`src/rtl/writeback_unit.sv`:
```
// Write-back stage: buffers completed results in a DEPTH-entry FIFO, formats load data at push,
// and drains one register-file write per cycle. Define WB_FWD_EN to add the fwd_* bypass outputs.
module writeback_unit #(
  parameter int unsigned DEPTH = 2,
  parameter int unsigned CNT_W = 32
) (
  input  logic             clk,
  input  logic             reset,
  input  logic             in_valid,
  output logic             in_ready,
  input  logic [4:0]       in_rd,
  input  logic [1:0]       in_sel,
  input  logic [31:0]      in_alu,
  input  logic [31:0]      in_load,
  input  logic [31:0]      in_pc4,
  input  logic [31:0]      in_imm,
  input  logic [2:0]       in_funct3,
  input  logic [1:0]       in_addr_lo,
  input  logic             rf_hold,
  output logic             we,
  output logic [4:0]       waddr,
  output logic [31:0]      wbdata,
  output logic             hata,
  output logic [CNT_W-1:0] retired
`ifdef WB_FWD_EN
  ,
  output logic             fwd_valid,
  output logic [4:0]       fwd_rd,
  output logic [31:0]      fwd_data
`endif
);

  localparam int unsigned AW = (DEPTH > 1) ? $clog2(DEPTH) : 1;

  logic [AW-1:0]    wr_ptr_q, wr_ptr_d;
  logic [AW-1:0]    rd_ptr_q, rd_ptr_d;
  logic [AW:0]      count_q, count_d;
  logic             hata_q, hata_d;
  logic [CNT_W-1:0] retired_q, retired_d;

  logic [4:0]       rd_mem_q   [DEPTH];
  logic [31:0]      data_mem_q [DEPTH];
  logic             err_mem_q  [DEPTH];

  logic             full, empty, push, pop;
  logic [4:0]       head_rd;
  logic [31:0]      head_data;
  logic             head_err;

  logic [7:0]       ld_byte;
  logic [15:0]      ld_half;
  logic [31:0]      fmt_data;
  logic             fmt_err;

  // Load formatting happens before the FIFO so the drain path is a plain mux.
  always_comb begin
    ld_byte  = '0;
    ld_half  = in_addr_lo[1] ? in_load[31:16] : in_load[15:0];
    fmt_data = in_alu;
    fmt_err  = 1'b0;
    case (in_addr_lo)
      2'd0:    ld_byte = in_load[7:0];
      2'd1:    ld_byte = in_load[15:8];
      2'd2:    ld_byte = in_load[23:16];
      default: ld_byte = in_load[31:24];
    endcase
    case (in_sel)
      2'd0: fmt_data = in_alu;
      2'd1: begin
        case (in_funct3)
          3'd0: fmt_data = {{24{ld_byte[7]}}, ld_byte};
          3'd4: fmt_data = {24'd0, ld_byte};
          3'd1: begin
            fmt_data = {{16{ld_half[15]}}, ld_half};
            fmt_err  = in_addr_lo[0];
          end
          3'd5: begin
            fmt_data = {16'd0, ld_half};
            fmt_err  = in_addr_lo[0];
          end
          3'd2: begin
            fmt_data = in_load;
            fmt_err  = (in_addr_lo != 2'd0);
          end
          default: begin
            fmt_data = in_load;
            fmt_err  = 1'b1;
          end
        endcase
      end
      2'd2:    fmt_data = in_pc4;
      default: fmt_data = in_imm;
    endcase
  end

  always_comb begin
    full      = (count_q == (AW+1)'(DEPTH));
    empty     = (count_q == '0);
    in_ready  = !full;
    push      = in_valid && !full;
    pop       = !empty && !rf_hold;
    head_rd   = rd_mem_q[rd_ptr_q];
    head_data = data_mem_q[rd_ptr_q];
    head_err  = err_mem_q[rd_ptr_q];
  end

  always_comb begin
    wr_ptr_d  = wr_ptr_q;
    rd_ptr_d  = rd_ptr_q;
    count_d   = count_q;
    hata_d    = pop && head_err;
    retired_d = retired_q;
    if (push) wr_ptr_d = wr_ptr_q + AW'(1);
    if (pop)  rd_ptr_d = rd_ptr_q + AW'(1);
    case ({push, pop})
      2'b10:   count_d = count_q + (AW+1)'(1);
      2'b01:   count_d = count_q - (AW+1)'(1);
      default: count_d = count_q;
    endcase
    if (pop && !head_err) retired_d = retired_q + CNT_W'(1);
  end

  always_ff @(posedge clk) begin
    if (reset) begin
      wr_ptr_q  <= '0;
      rd_ptr_q  <= '0;
      count_q   <= '0;
      hata_q    <= 1'b0;
      retired_q <= '0;
    end else begin
      wr_ptr_q  <= wr_ptr_d;
      rd_ptr_q  <= rd_ptr_d;
      count_q   <= count_d;
      hata_q    <= hata_d;
      retired_q <= retired_d;
    end
  end

  // Entry storage needs no reset: only slots covered by count_q are ever observed.
  always_ff @(posedge clk) begin
    if (push) begin
      rd_mem_q[wr_ptr_q]   <= in_rd;
      data_mem_q[wr_ptr_q] <= fmt_data;
      err_mem_q[wr_ptr_q]  <= (in_sel == 2'd1) && fmt_err;
    end
  end

  always_comb begin
    we      = pop && (head_rd != 5'd0) && !head_err;
    waddr   = empty ? '0 : head_rd;
    wbdata  = empty ? '0 : head_data;
    hata    = hata_q;
    retired = retired_q;
  end

`ifdef WB_FWD_EN
  logic [AW-1:0] fwd_idx;

  // Scan oldest to youngest so the last qualifying slot wins.
  always_comb begin
    fwd_valid = 1'b0;
    fwd_rd    = '0;
    fwd_data  = '0;
    fwd_idx   = '0;
    for (int unsigned i = 0; i < DEPTH; i++) begin
      fwd_idx = rd_ptr_q + AW'(i);
      if (((AW+1)'(i) < count_q) && (rd_mem_q[fwd_idx] != 5'd0) && !err_mem_q[fwd_idx]) begin
        fwd_valid = 1'b1;
        fwd_rd    = rd_mem_q[fwd_idx];
        fwd_data  = data_mem_q[fwd_idx];
      end
    end
  end
`endif

endmodule

```
`config.mk`:
```
export PLATFORM = sky130hd
export DESIGN_NAME = writeback_unit
export DESIGN_NICKNAME = d
export VERILOG_FILES = /design/src/rtl/writeback_unit.sv
export SDC_FILE = /design/constraint.sdc
export NUM_CORES = 1
export LEC_CHECK = 0
export BUFFER_PORTS_ARGS = -buffer_cell sky130_fd_sc_hd__buf_2
export CAP_MARGIN = 20
export CORE_ASPECT_RATIO = 0.75
export CORE_UTILIZATION = 25
export DETAILED_ROUTE_END_ITERATION = 10
export GPL_TIMING_DRIVEN = 0
export MAX_ROUTING_LAYER = met4
export SETUP_SLACK_MARGIN = 0.05
export SLEW_MARGIN = 20
export SYNTH_ARGS = -nofsm -noshare
export SYNTH_HDL_FRONTEND = slang
export SYNTH_SLANG_ARGS = --single-unit
```
`constraint.sdc`:
```
create_clock -name clk -period 7.4 [get_ports clk]
set_input_delay 0.74 -clock clk [delete_from_list [all_inputs] [get_ports clk]]
set_output_delay 0.74 -clock clk [all_outputs]
set_load 0.005 [all_outputs]
```
==> impl_metrics.csv, run 1 <==
group,metric,value,unit
synthesis,yosysUniqueCellTypes,39,
setup_path,ff2ff_path_depth,6,
placed_design,dp.cells,1153,
placed_design,dp_hpwl,16.7,mm
detailed_routing,drtIter0Drc,357,
layout,syn2layout_area_growth,35.1,%
cts,clock_path_buffers,2,
timing,slew_headroom,0.408,
global_routing,grt_start_max_net_pins,22,
setup_path,crit_fanout,10,
synthesis,synth-seq-area-share,0.498,
setup_path,startpoint_type,"flip-flop",
synthesis,yosys-top-cells-area,"edfxtp_1, dfxtp_1, mux2i_1",
die,dieArea,25100,um2
detailed_routing,ant_nets,0,
timing,hold_viol,0,
detailed_routing,viasPerCell,4.84,
timing,clock_skew,0.0122,ns
pwr,combinationalPowerShare,0.296,
timing,fin_tns_setup,0,ns
synthesis,synth_edf_count,76,
timing,max_freq,306,MHz
pwr,ir_worst_vdd,0.148,mV
synthesis,syn_nets,752,
setup_path,end_kind,"output pin",
pwr,p_per_area,277,nW/um2
synthesis,yosysWarnings,0,
pwr,p_int,0.00156,W
cts,postCtsHoldBufs,0,
synthesis,async_reset_ff_frac,0,
pwr,switching_share,0.317,
cts,root_buffer,"clkbuf_16",
pwr,p_total,0.00229,W
die,die_x,182,um
cts,clk_latency,0.41,ns
synthesis,syn_inst,606,
global_routing,track_usage,0.179,
layout,fin_cells,1185,
pwr,seq_power_share,0.357,
pwr,pwr-share-clk,0.347,
die,num_rows,49,
die,pin_count,216,
timing,timing.final.crit_period,3.27,ns
pwr,p_switching,0.000726,W
layout,layout_common_cells,"buf_2, edfxtp_1, mux2i_1, nor2_1, a21oi_1",
detailed_routing,num_vias,5733,
detailed_routing,drtPass1Iterations,4,
synthesis,ys_ff_latch,114,
die,core_region_area,24000,um2
setup_path,worstPathArrival,2.53,ns
cts,cts_tree,"built",
layout,antenna_cells,0,
synthesis,synth_area_per_cell,10.1,um2
min_path,holdPathStages,2,
cts,numCtsBuffers,17,
detailed_routing,wl_per_cell,18.0,um
synthesis,yosysTopAreaCellShare,0.374,
global_routing,grt_remaining_overflow,0,
timing,setup_violations,0,
die,start_util,0.255,
timing,fin_crit_sh,0.442,
placed_design,place.gp.congestion,0.928,
layout,final_common_cell,"buf_2",
synthesis,yosysTopAreaCell,"edfxtp_1",
layout,nets,987,
synthesis,synth_ff_type,"edfxtp_1",
global_routing,antenna_found_initial,0,
pwr,p_leak,3.39,nW
setup_path,r2r_end,"retired[31]$_SDFFE_PP0P_",
setup_path,r2r_slack,4.96,ns
detailed_routing,route.detailed.drc,0,
setup_path,path_class,"reg2out",
cts,post_cts_buffers,0,
cts,clock-sinks,114,
timing,maxSlewViolCount,0,
min_path,whs_endpoint,"retired[22]$_SDFFE_PP0P_",
timing,rsz0062_at_grt,"false",
global_routing,grt_first_pass_wirelength,31.9,mm
detailed_routing,wl,21.3,mm
cts,cts_resized,0,
cts,cts_max_level,4,
timing,worstMarginPinSlew,0.889,ns
synthesis,netlist_area,6100,um2
placed_design,port_buffers,213,
setup_path,required,6.66,ns
die,die_y,137,um
min_path,min_from,"retired[22]$_SDFFE_PP0P_",
min_path,hold_path_class,"reg2reg",
global_routing,first_global_vias,5507,
layout,drive_above_1_share,0.306,
job,cap_violations,0,
status,status,"complete, no violations",
cts,path_clk_slew,0.06,ns
metrics by stage:
step / setup WS [ns] / cell area (um2) / hold slack (ns) / util
CTS: 4.04 / 8250 / 0.500 / 0.344
finish: 4.13 / 8250 / 0.502 / 0.344
global route: 3.90 / 8250 / 0.499 / 0.344
global placement: 3.20 / 7580 / 0.477 / 0.316
floorplan: 4.53 / 6100 / 0.476 / -
detailed placement: 4.50 / 7680 / 0.492 / 0.320
power groups by stage:
stage / registers (W) / clock network, W / logic (W)
after floorplan: 0.000825 / 0 / 0.000367
after global placement: 0.000833 / 0 / 0.000664
after detailed placement: 0.000828 / 0 / 0.000695
after CTS: 0.000816 / 0.000809 / 0.000698
after global routing: 0.000825 / 0.000841 / 0.000755
final: 0.000816 / 0.000793 / 0.000677
cell type report:
cell class	count	area, um2
Clock buffer	19	433
Clock inverter	13	136
Multi-Input combinational cell	437	2850
Tap cell	331	414
Timing Repair Buffer	216	1150
Inverter	8	30.0
Sequential cell	114	3040
Fill cell	2523	15700
Buffer	47	190
worst max-delay path, stage by stage (launching register included):
cell      delay (ns)
dfxtp_1         0.31
clkbuf_1        0.23
buf_2           0.35
buf_1           0.66
mux2i_1         0.35
nor2_1          0.07
buf_2           0.14
sequential cells by signal, indices dropped and copies added (netlist names), named ones only:
signal      count
rd_mem_q       10
retired        32
data_mem_q     64
wr_ptr_q        1
rd_ptr_q        1
hata            1
count_q         2
err_mem_q       2
how the worst max path moves through the flow:
stage | from | to | slack, ns | cells after the start
finish | flip-flop | wbdata[29] | 4.13 | 6
floorplan | in_valid | data_mem_q[0][0]$_DFFE_PP_ | 4.53 | 2
global placement | in_valid | data_mem_q[0][22]$_DFFE_PP_ | 3.20 | 3
CTS | flip-flop | wbdata[29] | 4.04 | 6
detailed placement | flip-flop | wbdata[29] | 4.50 | 6
global route | flip-flop | wbdata[29] | 3.90 | 6
logic make-up after synthesis:
| kind of cell | Yosys count | synth area share |
|---|---|---|
| muxes | 69 | 0.118 |
| AOI/OAI and AO/OA | 166 | 0.175 |
| adders and majority gates | 2 | 0.00410 |
| DFF | 114 | 0.498 |
| and+or+nand+nor | 191 | 0.156 |
| buffers and inverters | 55 | 0.0361 |
| xor gates and xnor gates | 9 | 0.0129 |
cells in the mapped netlist, drive strengths merged (5+ instances only):
master	count
a21o	33
nor4	6
edfxtp	76
nor2	55
o22ai	19
dfxtp	38
or4	16
and2	6
xor2	5
a21oi	54
nand4	8
mux2i	64
clkbuf	32
o21ai	19
nor2b	11
buf	15
nand2	47
o211ai	7
o221ai	14
nand3	13
and3	5
o31ai	15
or3	15
inv	8
per-layer routing:
layer | part of all wire | track usage
met1 | 0.46 | 0.227
met2 | 0.47 | 0.288
met3 | 0.065 | 0.0457
met4 | 0.0085 | 0.0383
met5 | 0 | -
Power figures use the tool's default switching activity.
==> run 2, diff against run 1 <==
clock period = 2.8 ns   (was 7.4 ns; I/O delays follow)
==> impl_metrics.csv, run 2 (same netlist as run 1, synthesis figures left out) <==
group,metric,value,unit
status,status,"complete, no violations",
setup_path,required,2.52,ns
setup_path,r2r_end,"retired[31]$_SDFFE_PP0P_",
setup_path,path_buf_inv,3,
pwr,ir_worst_vdd,0.389,mV
global_routing,grt_first_pass_wirelength,31.8,mm
setup_path,crit_fanout,10,
timing,rsz0062_at_grt,"false",
placed_design,place.gp.congestion,0.928,
global_routing,first_global_vias,5504,
layout,syn2layout_area_growth,35.0,%
detailed_routing,ant_nets,0,
min_path,whs_endpoint,"rd_mem_q[0][0]$_DFFE_PP_",
cts,post_cts_buffers,0,
global_routing,antenna_found_initial,0,
timing,slew_headroom,0.407,
detailed_routing,wl_per_cell,18.0,um
detailed_routing,wl,21.3,mm
placed_design,port_buffers,213,
timing,fin_hold_ws,0.0725,ns
setup_path,crit_top_cell,"nor2_1",
detailed_routing,num_vias,5700,
timing,setup_violations,0,
min_path,min_from,"in_rd[0]",
timing,fin_crit_sh,0.899,
timing,clock_skew,0.0119,ns
setup_path,crit_slowest_cell,"buf_1",
cts,clock_path_buffers,2,
placed_design,dp.cells,1153,
layout,layout_common_cells,"buf_2, edfxtp_1, mux2i_1, nor2_1, a21oi_1",
layout,fillers,2523,
min_path,holdPathStages,1,
timing,max_freq,397,MHz
setup_path,end_kind,"output pin",
die,pin_count,216,
global_routing,grt_start_max_net_pins,22,
setup_path,r2r_slack,0.37,ns
detailed_routing,route.detailed.drc,0,
die,num_rows,49,
pwr,p_per_area,732,nW/um2
timing,worstMarginPinSlew,0.889,ns
die,start_util,0.255,
pwr,p_leak,3.39,nW
detailed_routing,viasPerCell,4.81,
layout,nets,986,
layout,final_common_cell,"buf_2",
setup_path,crit_family,"buffers and inverters",
placed_design,dp_hpwl,16.7,mm
job,cap_violations,0,
setup_path,slowest_delay,0.55,ns
global_routing,grt_remaining_overflow,0,
die,die_y,137,um
cts,postCtsHoldBufs,0,
layout,antenna_cells,0,
cts,cts_tree,"built",
timing,hold_viol,0,
layout,fin_cells,1184,
global_routing,track_usage,0.179,
timing,timing.final.crit_period,2.52,ns
cts,cts_resized,0,
die,dieArea,25100,um2
setup_path,path_class,"reg2out",
cts,cts_max_level,4,
cts,numCtsBuffers,17,
cts,clk_latency,0.41,ns
die,die_x,182,um
setup_path,worstPathArrival,2.24,ns
layout,largest_reg_flops,64,
setup_path,worstPathCellList,"nor2_1, clkbuf_1, buf_1, nor2_1, buf_2",
pwr,p_total,0.00603,W
layout,largest-register,"data_mem_q",
timing,maxSlewViolCount,0,
setup_path,ff2ff_path_depth,6,
layout,drive_above_1_share,0.306,
detailed_routing,drtIter0Drc,396,
die,core_region_area,24000,um2
min_path,hold_path_class,"in2reg",
cts,path_clk_slew,0.05,ns
detailed_routing,drtPass1Iterations,4,
cts,root_buffer,"clkbuf_16",
cts,clock-sinks,114,
setup_path,startpoint_type,"flip-flop",
[run 2: cell count changes in the layout (fill, tap and decap cells not counted)]
cell,change
buf_1,-1
[run 2: area by class of cell]
type | count | area [um2] | share of cell area
sequential | 114 | 3040 | 0.369
tap | 331 | 414 | 0.0503
clock inverter | 13 | 136 | 0.0165
timing repair buffer | 216 | 1150 | 0.139
multi-input combinational | 437 | 2850 | 0.346
inverter | 8 | 30.0 | 0.00364
clock buffer | 19 | 433 | 0.0525
buffer | 46 | 186 | 0.0226
[run 2: worst max path at each step]
| stage | slack, ns | to | cells after the start | from |
|---|---|---|---|---|
| floorplan | 0.1 | data_mem_q[0][0]$_DFFE_PP_ | 3 | count_q[0]$_SDFFE_PP0P_ |
| global placement | -1.16 | data_mem_q[0][22]$_DFFE_PP_ | 3 | count_q[0]$_SDFFE_PP0P_ |
| detailed placement | 0.36 | retired[31]$_SDFFE_PP0P_ | 6 | flip-flop |
| CTS | 0.11 | wbdata[18] | 5 | count_q[0]$_SDFFE_PP0P_ |
| global route | 0.07 | wbdata[18] | 5 | count_q[0]$_SDFFE_PP0P_ |
| finish | 0.28 | wbdata[18] | 5 | count_q[0]$_SDFFE_PP0P_ |
[run 2: worst reg2reg max path, cell delays in order, from the launching register on]
cell and delay (ns):
dfxtp_1 0.31, clkbuf_1 0.23, mux2i_4 0.41, nand3_1 0.28, clkbuf_1 0.32, nor4_1 0.41, mux2_2 0.37
[run 2: metrics by stage]
| step | utilization | cell area (um2) | worst slack, ns | setup TNS [ns] |
|---|---|---|---|---|
| final | 0.344 | 8240 | 0.282 | 0 |
| after global routing | 0.344 | 8240 | 0.0666 | 0 |
| after CTS | 0.344 | 8240 | 0.112 | 0 |
| after detailed placement | 0.320 | 7680 | 0.357 | 0 |
| after global placement | 0.316 | 7580 | -1.16 | -43.82 |
| after floorplan | - | 6100 | 0.0978 | 0 |
[run 2: per-layer routing]
layer  global-route usage  vias up  share of wire
met5                    -        -              0
met4               0.0383        0         0.0085
met3               0.0457       10          0.059
met2                0.288      213           0.47
met1                0.227     2711           0.47
li1                     -     2766              -
[run 2: where the power goes]
group / switching (W) / internal [W]
clock: 0.000783 / 0.00131
combinational: 0.00105 / 0.000734
sequential: 0.0000786 / 0.00208
==> run 3, diff against run 2 <==
BUFFER_PORTS_ARGS = -buffer_cell sky130_fd_sc_hd__buf_4   (was -buffer_cell sky130_fd_sc_hd__buf_2)
==> impl_metrics.csv, run 3 (same netlist as run 1, synthesis figures left out) <==
group,metric,value,unit
status,status,"complete, no violations",
detailed_routing,drtPass1Iterations,5,
layout,drive_above_1_share,0.309,
timing,slew_headroom,0.396,
pwr,ir_worst_vdd,0.453,mV
setup_path,r2r_slack,0.30,ns
detailed_routing,wl,21.8,mm
layout,largest_reg_flops,64,
timing,rsz0062_at_grt,"false",
global_routing,grt_first_pass_wirelength,31.9,mm
die,die_x,182,um
layout,largest-register,"data_mem_q",
layout,antenna_cells,0,
timing,fin_crit_sh,0.924,
setup_path,crit_fanout,10,
min_path,hold_path_class,"in2reg",
detailed_routing,wl_per_cell,18.5,um
cts,numCtsBuffers,17,
setup_path,crit_family,"buffers and inverters",
timing,clock_skew,0.0147,ns
setup_path,ff2ff_path_depth,6,
die,die_y,137,um
cts,clk_latency,0.42,ns
layout,layout_common_cells,"buf_4, edfxtp_1, mux2i_1, nor2_1, a21oi_1",
timing,hold_viol,0,
timing,worstMarginPinSlew,0.906,ns
global_routing,grt_start_max_net_pins,24,
layout,fin_cells,1183,
layout,nets,985,
cts,root_buffer,"clkbuf_16",
layout,final_common_cell,"buf_4",
global_routing,met2_usage,0.285,
job,cap_violations,0,
detailed_routing,route.detailed.drc,0,
layout,fillers,2491,
placed_design,port_buffers,213,
timing,setup_violations,0,
cts,clock_path_buffers,2,
global_routing,track_usage,0.178,
setup_path,r2r_end,"retired[31]$_SDFFE_PP0P_",
die,start_util,0.255,
die,core_region_area,24000,um2
detailed_routing,num_vias,5742,
pwr,p_leak,3.53,nW
timing,maxSlewViolCount,0,
detailed_routing,drtIter0Drc,383,
global_routing,grt_use_met1,0.226,
cts,cts_max_level,4,
timing,max_freq,387,MHz
placed_design,dp.cells,1152,
timing,timing.final.crit_period,2.59,ns
global_routing,first_global_vias,5508,
layout,syn2layout_area_growth,43.8,%
setup_path,slowest_delay,0.70,ns
pwr,p_per_area,719,nW/um2
global_routing,antenna_found_initial,0,
die,num_rows,49,
global_routing,grt_busiest_layer,"met2",
setup_path,worstPathCellList,"clkbuf_1, buf_1, mux2i_1, nor2_1, buf_4",
timing,fin_hold_ws,0.0547,ns
setup_path,worstPathArrival,2.31,ns
global_routing,grt_remaining_overflow,0,
cts,cts_tree,"built",
cts,clock-sinks,114,
setup_path,path_class,"reg2out",
global_routing,met3_usage,0.0455,
min_path,min_from,"in_rd[2]",
setup_path,crit_slowest_cell,"buf_1",
die,pin_count,216,
min_path,holdPathStages,1,
die,dieArea,25100,um2
placed_design,dp_hpwl,16.8,mm
setup_path,required,2.52,ns
setup_path,end_kind,"output pin",
placed_design,place.gp.congestion,0.925,
cts,path_clk_slew,0.05,ns
setup_path,startpoint_type,"flip-flop",
min_path,whs_endpoint,"rd_mem_q[1][2]$_DFFE_PP_",
detailed_routing,ant_nets,0,
detailed_routing,viasPerCell,4.85,
setup_path,path_buf_inv,3,
[run 3: changes by cell type in the layout (fill, tap and decap cells not counted), sizes merged]
cell,change
clkbuf,+6
clkinv,-4
buf,-2
bufinv,-2
inv,+1
[run 3: layer usage]
layer	vias up	routed length, um	part of all wire
li1	2764	-	-
met1	2735	10100	0.46
met2	227	10300	0.47
met3	16	1300	0.059
met4	0	212	0.0097
met5	-	0	0
[run 3: metrics by stage]
step / setup TNS (ns) / util / power, W / worst slack, ns / cell area (um2)
CTS: 0 / 0.366 / 0.00642 / 0.113 / 8780
global route: 0 / 0.366 / 0.00665 / 0.0900 / 8780
finish: 0 / 0.366 / 0.00631 / 0.213 / 8780
global placement: -45.58 / 0.339 / 0.00418 / -1.20 / 8120
floorplan: 0 / - / 0.00315 / 0.0978 / 6100
detailed placement: 0 / 0.341 / 0.00422 / 0.250 / 8170
[run 3: area by class of cell]
type	count	area (um2)	share of cell area
Buffer	46	188	0.0214
Clock buffer	24	554	0.0632
Clock inverter	8	58.8	0.00670
Inverter	8	30.0	0.00342
Multi-Input combinational cell	437	2850	0.325
Sequential cell	114	3040	0.347
Tap cell	331	414	0.0472
Timing Repair Buffer	215	1640	0.187
[run 3: worst max path at each step]
stage | from | to | slack, ns | depth (start not counted)
after floorplan | count_q[0]$_SDFFE_PP0P_ | data_mem_q[0][0]$_DFFE_PP_ | 0.1 | 3
after detailed placement | flip-flop | wbdata[29] | 0.25 | 6
final | flip-flop | wbdata[3] | 0.21 | 5
after CTS | count_q[0]$_SDFFE_PP0P_ | wbdata[18] | 0.11 | 5
after global placement | count_q[0]$_SDFFE_PP0P_ | data_mem_q[0][6]$_DFFE_PP_ | -1.20 | 3
after global routing | flip-flop | wbdata[3] | 0.09 | 5
[run 3: where the power goes]
group / switching [W] / internal [W] / total [W]
Clock: 0.000798 / 0.00139 / 0.00219
Combinational: 0.00106 / 0.000901 / 0.00196
Sequential: 0.0000806 / 0.00208 / 0.00216
[run 3: what timing repair did]
| item | 4_1_cts | 5_1_grt |
|---|---|---|
| setup buffers | 0 | 0 |
| endpoints found under the setup margin | 10 | 3 |
| hold buffers | 0 | 0 |
| gates resized for setup | 0 | 1 |
